### src/rtl/ddr3_pkg.sv
// Shared types and defaults for the DDR3 read/write arbiter.
// Holds the FSM encoding, default burst/frame geometry and an address helper.
package ddr3_pkg;

  typedef enum logic [1:0] {
    IDLE     = 2'd0,
    WR_BURST = 2'd1,
    RD_CMD   = 2'd2,
    RD_DATA  = 2'd3
  } state_t;

  localparam int AW              = 25;
  localparam int DEF_BURST_LEN   = 64;
  localparam int DEF_FRAME_WORDS = 115200;
  localparam int DEF_BANK_STRIDE = 4194304;
  localparam int DEF_RD_LOW      = 192;

  function automatic logic [AW-1:0] bank_addr(
    input logic          bank,
    input logic [AW-1:0] addr,
    input logic [AW-1:0] stride
  );
    return (bank ? stride : '0) + addr;
  endfunction

endpackage

### src/rtl/frame_addr_gen.sv
// Word-address and bank tracker for one side of the frame buffer.
// Steps by one burst, wraps at frame end and then toggles or loads its bank.
module frame_addr_gen
  import ddr3_pkg::*;
#(
  parameter int BURST_LEN   = DEF_BURST_LEN,
  parameter int FRAME_WORDS = DEF_FRAME_WORDS,
  parameter bit TOGGLE      = 1'b1
) (
  input  logic          clk,
  input  logic          rst_n,
  input  logic          adv,
  input  logic          clr,
  input  logic          bank_in,
  output logic [AW-1:0] addr,
  output logic          bank,
  output logic          wrap
);

  localparam logic [AW-1:0] STEP = AW'(BURST_LEN);
  localparam logic [AW-1:0] FW   = AW'(FRAME_WORDS);

  logic [AW-1:0] addr_q, addr_d, nxt;
  logic          bank_q, bank_d;

  // next address: advance, wrap at frame end, or restart the frame
  always_comb begin
    nxt    = addr_q + STEP;
    wrap   = adv && (nxt == FW);
    addr_d = addr_q;
    bank_d = bank_q;
    if (clr) begin
      addr_d = '0;
    end else if (wrap) begin
      addr_d = '0;
      bank_d = TOGGLE ? ~bank_q : bank_in;
    end else if (adv) begin
      addr_d = nxt;
    end
  end

  // address/bank state
  always_ff @(posedge clk) begin
    if (!rst_n) begin
      addr_q <= '0;
      bank_q <= 1'b0;
    end else begin
      addr_q <= addr_d;
      bank_q <= bank_d;
    end
  end

  assign addr = addr_q;
  assign bank = bank_q;

endmodule

### src/rtl/ddr3_rw_arbiter.sv
// Round-robin arbiter between camera write bursts and HDMI read bursts.
// Double-buffers frames across two DDR3 banks so display never reads the live bank.
module ddr3_rw_arbiter
  import ddr3_pkg::*;
#(
  parameter int BURST_LEN   = DEF_BURST_LEN,
  parameter int FRAME_WORDS = DEF_FRAME_WORDS,
  parameter int RD_LOW      = DEF_RD_LOW,
  parameter int BANK_STRIDE = DEF_BANK_STRIDE
) (
  input  logic         clk,
  input  logic         rst_n,
  input  logic         init_done,
  input  logic         wr_frame_start,
  input  logic [9:0]   wr_fifo_usedw,
  input  logic [127:0] wr_fifo_rdata,
  output logic         wr_fifo_rdreq,
  input  logic [9:0]   rd_fifo_usedw,
  output logic         rd_fifo_wrreq,
  output logic [127:0] rd_fifo_wdata,
  output logic [24:0]  avm_address,
  output logic [7:0]   avm_burstcount,
  output logic         avm_write,
  output logic [127:0] avm_writedata,
  output logic         avm_read,
  input  logic         avm_waitrequest,
  input  logic [127:0] avm_readdata,
  input  logic         avm_readdatavalid
);

  localparam logic [9:0]    BL10   = 10'(BURST_LEN);
  localparam logic [9:0]    LOW10  = 10'(RD_LOW);
  localparam logic [7:0]    BC     = 8'(BURST_LEN);
  localparam logic [7:0]    LAST   = 8'(BURST_LEN - 1);
  localparam logic [AW-1:0] STRIDE = AW'(BANK_STRIDE);

  state_t        state_q, state_d;
  logic          write_q, write_d;
  logic          read_q, read_d;
  logic [AW-1:0] addr_q, addr_d;
  logic [7:0]    bc_q, bc_d;
  logic [7:0]    cnt_q, cnt_d;
  logic          last_wr_q, last_wr_d;
  logic          pend_q, pend_d;
  logic          rd_valid_q, rd_valid_d;
  logic          rd_next_q, rd_next_d;

  logic          wr_adv, wr_clr, rd_adv;
  logic          wr_wrap, rd_wrap;
  logic          wr_bank, rd_bank;
  logic [AW-1:0] wr_addr, rd_addr;
  logic          wr_want, rd_want;

  frame_addr_gen #(
    .BURST_LEN(BURST_LEN), .FRAME_WORDS(FRAME_WORDS), .TOGGLE(1'b1)
  ) u_wr_gen (
    .clk(clk), .rst_n(rst_n), .adv(wr_adv), .clr(wr_clr),
    .bank_in(1'b0), .addr(wr_addr), .bank(wr_bank), .wrap(wr_wrap)
  );

  frame_addr_gen #(
    .BURST_LEN(BURST_LEN), .FRAME_WORDS(FRAME_WORDS), .TOGGLE(1'b0)
  ) u_rd_gen (
    .clk(clk), .rst_n(rst_n), .adv(rd_adv), .clr(1'b0),
    .bank_in(rd_next_q), .addr(rd_addr), .bank(rd_bank), .wrap(rd_wrap)
  );

  assign wr_want = wr_fifo_usedw >= BL10;
  assign rd_want = rd_valid_q && (rd_fifo_usedw <= LOW10);

  // arbitration, burst sequencing and frame-start handling
  always_comb begin
    state_d    = state_q;
    write_d    = write_q;
    read_d     = read_q;
    addr_d     = addr_q;
    bc_d       = bc_q;
    cnt_d      = cnt_q;
    last_wr_d  = last_wr_q;
    pend_d     = pend_q | wr_frame_start;
    rd_valid_d = rd_valid_q | wr_wrap;
    rd_next_d  = wr_wrap ? wr_bank : rd_next_q;
    wr_adv     = 1'b0;
    wr_clr     = 1'b0;
    rd_adv     = 1'b0;
    unique case (state_q)
      IDLE: begin
        if (pend_q) begin
          wr_clr = (wr_addr != '0);
          pend_d = wr_frame_start;
        end else if (init_done && wr_want && (!rd_want || !last_wr_q)) begin
          state_d   = WR_BURST;
          write_d   = 1'b1;
          addr_d    = bank_addr(wr_bank, wr_addr, STRIDE);
          bc_d      = BC;
          cnt_d     = '0;
          last_wr_d = 1'b1;
        end else if (init_done && rd_want) begin
          state_d   = RD_CMD;
          read_d    = 1'b1;
          addr_d    = bank_addr(rd_bank, rd_addr, STRIDE);
          bc_d      = BC;
          cnt_d     = '0;
          last_wr_d = 1'b0;
        end
      end
      WR_BURST: begin
        if (!avm_waitrequest) begin
          cnt_d = cnt_q + 8'd1;
          if (cnt_q == LAST) begin
            write_d = 1'b0;
            wr_adv  = 1'b1;
            state_d = IDLE;
          end
        end
      end
      RD_CMD: begin
        if (!avm_waitrequest) begin
          read_d  = 1'b0;
          state_d = RD_DATA;
        end
      end
      RD_DATA: begin
        if (avm_readdatavalid) begin
          cnt_d = cnt_q + 8'd1;
          if (cnt_q == LAST) begin
            rd_adv  = 1'b1;
            state_d = IDLE;
          end
        end
      end
      default: state_d = IDLE;
    endcase
  end

  // FSM and registered bus outputs
  always_ff @(posedge clk) begin
    if (!rst_n) begin
      state_q    <= IDLE;
      write_q    <= 1'b0;
      read_q     <= 1'b0;
      addr_q     <= '0;
      bc_q       <= '0;
      cnt_q      <= '0;
      last_wr_q  <= 1'b0;
      pend_q     <= 1'b0;
      rd_valid_q <= 1'b0;
      rd_next_q  <= 1'b0;
    end else begin
      state_q    <= state_d;
      write_q    <= write_d;
      read_q     <= read_d;
      addr_q     <= addr_d;
      bc_q       <= bc_d;
      cnt_q      <= cnt_d;
      last_wr_q  <= last_wr_d;
      pend_q     <= pend_d;
      rd_valid_q <= rd_valid_d;
      rd_next_q  <= rd_next_d;
    end
  end

  assign avm_write      = write_q;
  assign avm_read       = read_q;
  assign avm_address    = addr_q;
  assign avm_burstcount = bc_q;
  assign avm_writedata  = wr_fifo_rdata;
  assign wr_fifo_rdreq  = write_q & ~avm_waitrequest;
  assign rd_fifo_wrreq  = avm_readdatavalid;
  assign rd_fifo_wdata  = avm_readdata;

endmodule
### config.mk
export PLATFORM = sky130hd
export DESIGN_NAME = ddr3_rw_arbiter
export DESIGN_NICKNAME = d
export VERILOG_FILES = /design/src/rtl/ddr3_pkg.sv /design/src/rtl/frame_addr_gen.sv /design/src/rtl/ddr3_rw_arbiter.sv
export SDC_FILE = /design/constraint.sdc
export NUM_CORES = 1
export LEC_CHECK = 0
export CORE_AREA = 4 4 225 227
export CTS_CLUSTER_DIAMETER = 150
export CTS_CLUSTER_SIZE = 24
export DETAILED_ROUTE_END_ITERATION = 8
export DIE_AREA = 0 0 229 231
export PLACE_DENSITY = 0.44
export SLEW_MARGIN = 20
export SYNTH_ARGS = -nofsm -noshare
export SYNTH_HDL_FRONTEND = slang
export SYNTH_SLANG_ARGS = --single-unit
### constraint.sdc
create_clock -name clk -period 7.3 [get_ports clk]
set_clock_uncertainty 0.05 [all_clocks]
set_input_delay 2.19 -clock clk [delete_from_list [all_inputs] [get_ports clk]]
set_output_delay 2.19 -clock clk [all_outputs]
set_load 0.01 [all_outputs]
==> results by group, run 1 <==
Pwr
  – Reg power frac: 41.5%
  – Lkg Pwr: 1.76 nW
  – Logic gate share of total power: 8.3%
  – Max VDD drop: about 100 µV
  – Pwr dens: about 180 nW/µm²
  – Pint: 0.808 mW
  – Power Total: 1.05 mW
  – Switching share of power: a little under a quarter
  – Clock share of power: 50.2%
  – Sw Pwr: 0.239 mW

Place
  – Dpl hpwl: 14800 µm
  – Final GP Congestion: about 0.8
  – Placed cell count: 1160
  – Port-buffer cells: 43
  – Setup WS pre-CTS: 1.66 ns

Global routing
  – Global Route Usage Sum: 6.87%
  – Largest net degree at the start of global routing: 33
  – Initial antenna violation count: 0
  – Met1 usage: 6.33%
  – M2 GR Usage: 10.7%
  – Grt ovf: 0
  – First-pass GRT wire length: 27800 µm
  – GRT busiest layer: met2
  – Vias in the first global route: 4064
  – Met3 usage: 4.29%

CTS
  – Htree depth: 3
  – Clk sink count: 76
  – Post-CTS resize count: 0
  – TritonCTS clock tree: done
  – Setup bufs post-CTS: 0
  – Clock transition at the registers of the reported paths: 0.06 ns
  – Clock root cell: clkbuf_16
  – Skew-Pair Late Insertion Delay: 0.34 ns
  – Number of CTS-inserted buffers: 9
  – Hold Buf Count CTS: 0
  – Longest Clk Path Bufs: 2

Cells and area
  – Area delta synth->final: -9.07%
  – Non-filler cells, final: 1176
  – Fillers: 5553
  – Nets: 839
  – Ant diodes: 0
  – Share of cells above drive strength 1: 9.57%

Yosys
  – Post-synthesis cell area: around 6300 µm²
  – Largest cells by area after synthesis: buf_4 32%, dfxtp_1 24%, xnor2_1 4.7%
  – Leading area contributor after synthesis: buf_4
  – EDFF count, synth: 0
  – Ys Warns: 0
  – Top FF cell, synth: dfxtp_1
  – Synth top area share: 32.3%
  – Post-synth cell types: 67
  – Mapped Cells: 789
  – Yosys reg bits: 76
  – Sequential element share of the synthesized area: around a quarter
  – Mean Syn Cell Area: ~8.0 µm²
  – Post-synthesis async set-or-reset flop share: 0%

Routing
  – WL final: 18800 µm
  – Drc violations: 0
  – WL/cell: between 15 and 20 µm
  – Drt first-iter violations: roughly 180
  – First-pass iteration count of the detailed router: 4
  – Routed Antenna Nets: 0
  – DR vias/cell: 3.45
  – DR vias: roughly 4000

Critical path
  – WS Path Type: primary input to primary output
  – Maximum fanout along the worst path: 5
  – Worst EP required: 5.06 ns
  – Reg2reg start: cnt_q[0]$_SDFFE_PN0P_
  – Setup crit start kind: primary input
  – Capturing element type of the critical path: primary output
  – Worst Path Arrival: between 3 and 4 ns
  – CP startpoint: avm_waitrequest

Floorplanning
  – Starting Density: 13.0%
  – Die Ht: roughly 230 µm
  – Width of the chip: between 200 and 250 µm
  – Rows: 81
  – I/O pins: between 500 and 600
  – Die area: roughly 53000 µm²
  – Core footprint: 48600 µm²

Run status
  – Status: finished clean

STA
  – RSZ-0062 raised after global routing: no
  – Final min period: ~5.6 ns
  – Max Slew Vio Count: 0
  – PnR worst setup slack: 1.68 ns
  – Final setup fails: 0
  – Slew HR: 30.3%
  – Worst-Margin Slew: between 1 and 1.5 ns
  – Max Freq: approximately 0.18 GHz
  – Final setup TNS: 0 ns
  – Final hold vios: 0
  – Crit share post-route: 77.0%

Flow run
  – Max-capacitance violation count: 0

Min path
  – HP Class: flip-flop to flip-flop
  – Min-delay src: avm_burstcount[6]$_SDFFE_PN0P_
-- critical path, stage by stage --
cell	delay [ns]
clkdlybuf4s50_1	0.50
nor2b_1	0.14
clkdlybuf4s50_1	0.54
-- per-layer routing --
metal	routed length (µm)	share of wire, %
met5	55	0.29
met4	1600	8.5
met3	2570	14
met2	8590	46
met1	6030	32
-- sequential cells by signal (all words and copies together) (netlist names) --
| name | cells |
|---|---|
| u_wr_gen.addr | 19 |
| avm_read | 1 |
| rd_valid_q | 1 |
| u_rd_gen.bank | 1 |
| pend_q | 1 |
| last_wr_q | 1 |
| avm_write | 1 |
| u_wr_gen.bank | 1 |
| avm_burstcount | 1 |
| cnt_q | 8 |
| u_rd_gen.addr | 19 |
| rd_next_q | 1 |
| state_q | 2 |
| avm_address | 19 |
-- power groups by stage --
stage / clock [mW] / sequential [mW] / combinational, mW
after floorplan: 0 / 0.444 / 0.191
after global placement: 0 / 0.444 / 0.0898
after detailed placement: 0 / 0.444 / 0.0896
after CTS: 0.542 / 0.435 / 0.0900
after global routing: 0.561 / 0.436 / 0.0973
final: 0.526 / 0.434 / 0.0868
-- worst paths after layout --
path	endpoint	slack [ns]	cells after the start
worst max register to register	u_rd_gen.addr[11]$_SDFFE_PP0P_	4.06	7
worst min-delay path	avm_burstcount[6]$_SDFFE_PN0P_	0.42	2
worst max-delay path	wr_fifo_rdreq	1.68	3
worst min register to register	avm_burstcount[6]$_SDFFE_PN0P_	0.42	2
-- synth_stat cells (all sizes together) (2+ instances only) --
cell	count
buf	289
dfxtp	76
nor2	72
nand2	34
xnor2	34
a21oi	32
o21ai	31
mux2i	22
clkbuf	20
nand3	18
nand4	18
nor4	17
inv	16
nor3	14
xor2	11
ha	8
or3	8
a31oi	7
nand2b	7
and3	6
or2	5
o2111ai	3
o211ai	3
o21a	3
a2111o	2
a211oi	2
a22oi	2
and2	2
nor2b	2
nor3b	2
o22ai	2
o31ai	2
o41ai	2
or4	2
-- metrics by stage --
step / hold WS [ns] / utilization (%) / area (µm²)
after CTS: 0.421 / 11.9 / 5770
after global placement: 0.399 / 11.1 / 5420
after detailed placement: 0.404 / 11.1 / 5420
final: 0.422 / 11.9 / 5770
after global routing: 0.458 / 11.9 / 5770
after floorplan: 0.382 / - / 6390
-- cell type report --
cell class	count	area, µm²	share of cell area (%)
well taps	622	778	13.5
clock buffers	10	239	4.14
clock inverters	6	111	1.93
repair buffers	46	453	7.85
flip-flops and latches	76	1520	26.4
inverters	16	60.1	1.04
multi-input cells	400	2610	45.2
-- placed cells by master, fill, tap and decap left out, types with 15 or more instances in the layout --
| cell | Yosys | routed |
|---|---|---|
| nand2_1 | 33 | 33 |
| nand3_1 | 16 | 16 |
| xnor2_1 | 34 | 34 |
| clkdlybuf4s50_1 | 0 | 43 |
| mux2i_1 | 22 | 22 |
| a21oi_1 | 32 | 32 |
| inv_1 | 16 | 16 |
| nor2_1 | 62 | 62 |
| dfxtp_1 | 76 | 76 |
| nand4_1 | 15 | 15 |
| o21ai_0 | 30 | 30 |
-- kinds of logic (layout without fill, tap and decap cells) --
| family | Yosys count | count (layout) | share of synthesized area [%] |
|---|---|---|---|
| buffers and inverters | 325 | 78 | 36.1 |
| and+or+nand+nor | 213 | 213 | 18.2 |
| AOI/OAI and AO/OA | 99 | 99 | 10.3 |
| DFF | 76 | 76 | 24.0 |
| xor gates and xnor gates | 45 | 45 | 6.21 |
| muxes | 22 | 22 | 3.47 |
| adders and majority gates | 8 | 8 | 1.58 |
| other | 1 | 13 | 0.0591 |
Note: power is estimated with default switching activity, not from simulation.
==> run 2: changes to the inputs <==
- CORE_AREA: 4 4 225 227 -> 4 4 218 220
- DIE_AREA: 0 0 229 231 -> 0 0 222 224
- PLACE_DENSITY: 0.44 -> 0.46
- clock period: 7.3 -> 5.18 ns (I/O delays scaled with it)
==> results by group, run 2 (synthesis gave the netlist of run 1 again) <==
Run status
  – Status: finished clean (unchanged)

Global routing
  – Global Route Usage Sum: 6.54% (was 6.87%)
  – Grt ovf: 0 (unchanged)
  – Largest net degree at the start of global routing: 32 (was 33)
  – Initial antenna violation count: 0 (unchanged)
  – First-pass GRT wire length: 24600 µm (was 27800 µm)
  – Vias in the first global route: 3796 (was 4064)

Floorplanning
  – Starting Density: 14.0% (was 13.0%)
  – Rows: 78 (was 81)
  – Die Ht: 224 µm (was 231 µm)
  – Core footprint: 45300 µm² (was 48600 µm²)
  – I/O pins: 575 (unchanged)
  – Width of the chip: 222 µm (was 229 µm)
  – Die area: 49700 µm² (was 52900 µm²)

STA
  – Final setup TNS: 0 ns (unchanged)
  – Max Slew Vio Count: 0 (unchanged)
  – Final setup fails: 0 (unchanged)
  – Worst-Margin Slew: 1.02 ns (was 1.04 ns)
  – Final min period: 4.35 ns
  – RSZ-0062 raised after global routing: no (unchanged)
  – Slew HR: 32.0% (was 30.3%)
  – Crit share post-route: roughly 84%
  – Final hold vios: 0 (unchanged)
  – Max Freq: between 0.2 and 0.25 GHz

Pwr
  – Max VDD drop: 147 µV (was 105 µV)
  – Logic gate share of total power: 8.9% (was 8.3%)
  – Reg power frac: 44.1% (was 41.5%)
  – Sw Pwr: 0.333 mW (was 0.239 mW)
  – Clock share of power: 47.1% (was 50.2%)
  – Lkg Pwr: 1.75 nW (was 1.76 nW)
  – Switching share of power: 24.0% (was 22.8%)
  – Pint: 1.05 mW (was 0.808 mW)
  – Pwr dens: 243 nW/µm² (was 181 nW/µm²)

Critical path
  – WS Path Type: primary input to primary output (unchanged)
  – Cell mode on critical path: clkdlybuf4s50_1 (unchanged)
  – Setup crit start kind: primary input (unchanged)
  – Crit-path max cell delay: 0.54 ns (about the same)
  – Capturing element type of the critical path: primary output (unchanged)
  – Worst EP required: 3.58 ns (was 5.06 ns)
  – Worst Path Arrival: 2.75 ns (was 3.38 ns)
  – Crit path cell chain: clkdlybuf4s50_1 -> nor2b_1 -> clkdlybuf4s50_1 (unchanged)
  – Crit-path slowest cell: clkdlybuf4s50_1 (unchanged)
  – Reg2reg setup slack: 2.20 ns (was 4.06 ns)
  – Maximum fanout along the worst path: 5 (unchanged)

Cells and area
  – Multi-input gate area: 2610 µm² (unchanged)
  – Nets: 842 (was 839)
  – Fillers: 5196 (was 5553)
  – Area delta synth->final: -9.88% (was -9.07%)
  – Flip-flop and latch area: 1520 µm² (unchanged)
  – Share of cells above drive strength 1: 9.87% (was 9.57%)
  – Ant diodes: 0 (unchanged)
  – Final Core Density: 12.6% (was 11.9%)
  – Most common cell after layout, fill and taps aside: dfxtp_1 (unchanged)
  – Commonest cells after routing, fill and taps aside: 76 x dfxtp_1, 62 x nor2_1, 43 x clkdlybuf4s50_1 (unchanged)

Routing
  – DR WL met2: 8290 µm (was 8590 µm)
  – Drc violations: 0 (unchanged)
  – Top routing layer in use: met5 (unchanged)
  – DR vias/cell: 3.48 (was 3.45)
  – First-pass iteration count of the detailed router: 4 (unchanged)
  – Drt first-iter violations: 149 (was 179)
  – WL final: 17300 µm (was 18800 µm)
  – DR vias: 4032 (was 4063)
  – Routed Antenna Nets: 0 (unchanged)
  – WL met1: 5620 µm (was 6030 µm)
  – WL/cell: 14.9 µm (was 16.0 µm)
  – Metal3 WL: 2300 µm (was 2570 µm)

CTS
  – Longest Clk Path Bufs: 2 (unchanged)
  – Htree depth: 3 (unchanged)
  – Clock root cell: clkbuf_16 (unchanged)
  – Number of CTS-inserted buffers: 9 (unchanged)
  – Skew-Pair Late Insertion Delay: 0.35 ns (was 0.34 ns)
  – Post-CTS resize count: 0 (unchanged)
  – Hold Buf Count CTS: 0 (unchanged)
  – Setup bufs post-CTS: 0 (unchanged)
  – Clk sink count: 76 (unchanged)
  – Clock transition at the registers of the reported paths: 0.06 ns (about the same)
  – TritonCTS clock tree: done (unchanged)

Place
  – Dpl hpwl: 13600 µm (was 14800 µm)
  – Final GP Congestion: 0.791 (was 0.782)
  – Port-buffer cells: 43 (unchanged)

Flow run
  – Max-capacitance violation count: 0 (unchanged)

Min path
  – HP Class: flip-flop to flip-flop (unchanged)
-- run 2: layout make-up --
| cell class | count | area share, % |
|---|---|---|
| Multi-Input combinational cell | 400 | 45.6 |
| Sequential cell | 76 | 26.6 |
| Tap cell | 600 | 13.1 |
| Timing Repair Buffer | 49 | 8.32 |
| Clock buffer | 12 | 4.49 |
| Inverter | 16 | 1.05 |
| Clock inverter | 4 | 0.832 |
-- run 2: per-layer routing --
layer	GRT usage, %	vias to the layer above
met3	4.27	107
met2	10.7	234
li1	-	1879
met5	0.664	-
met4	4.52	2
met1	5.88	1810
-- run 2: power groups by stage --
stage	registers, mW	logic [mW]	clock network (mW)
2_1_floorplan	0.626	0.268	0
3_3_place_gp	0.625	0.127	0
3_5_place_dp	0.625	0.127	0
4_1_cts	0.612	0.128	0.674
5_1_grt	0.613	0.137	0.696
6_report	0.612	0.123	0.653
-- run 2: per-stage QoR --
step | setup slack (ns) | hold WS, ns | std cells | total power, mW | instance area, µm²
final | 0.830 | 0.411 | 1157 | 1.39 | 5720
after floorplan | 1.78 | 0.382 | 801 | 0.894 | 6390
after CTS | 0.800 | 0.415 | 1157 | 1.41 | 5720
after global routing | 0.790 | 0.446 | 1157 | 1.45 | 5720
after detailed placement | 0.799 | 0.406 | 1141 | 0.752 | 5410
after global placement | 0.808 | 0.406 | 1141 | 0.752 | 5410
-- run 2: final timing paths --
kind,from,to,cells after the start
worst max-delay path,avm_waitrequest,wr_fifo_rdreq,3
worst min-delay path,avm_address[24]$_SDFFE_PN0P_,avm_address[24]$_SDFFE_PN0P_,2
worst max register to register,cnt_q[0]$_SDFFE_PN0P_,u_rd_gen.addr[12]$_SDFFE_PP0P_,8
worst min register to register,avm_address[24]$_SDFFE_PN0P_,avm_address[24]$_SDFFE_PN0P_,2
-- run 2: worst max-delay path: cells and delay by family --
kind	cells	cell delay [ns]
buffers and inverters	2	1.05
and+or+nand+nor	1	0.14
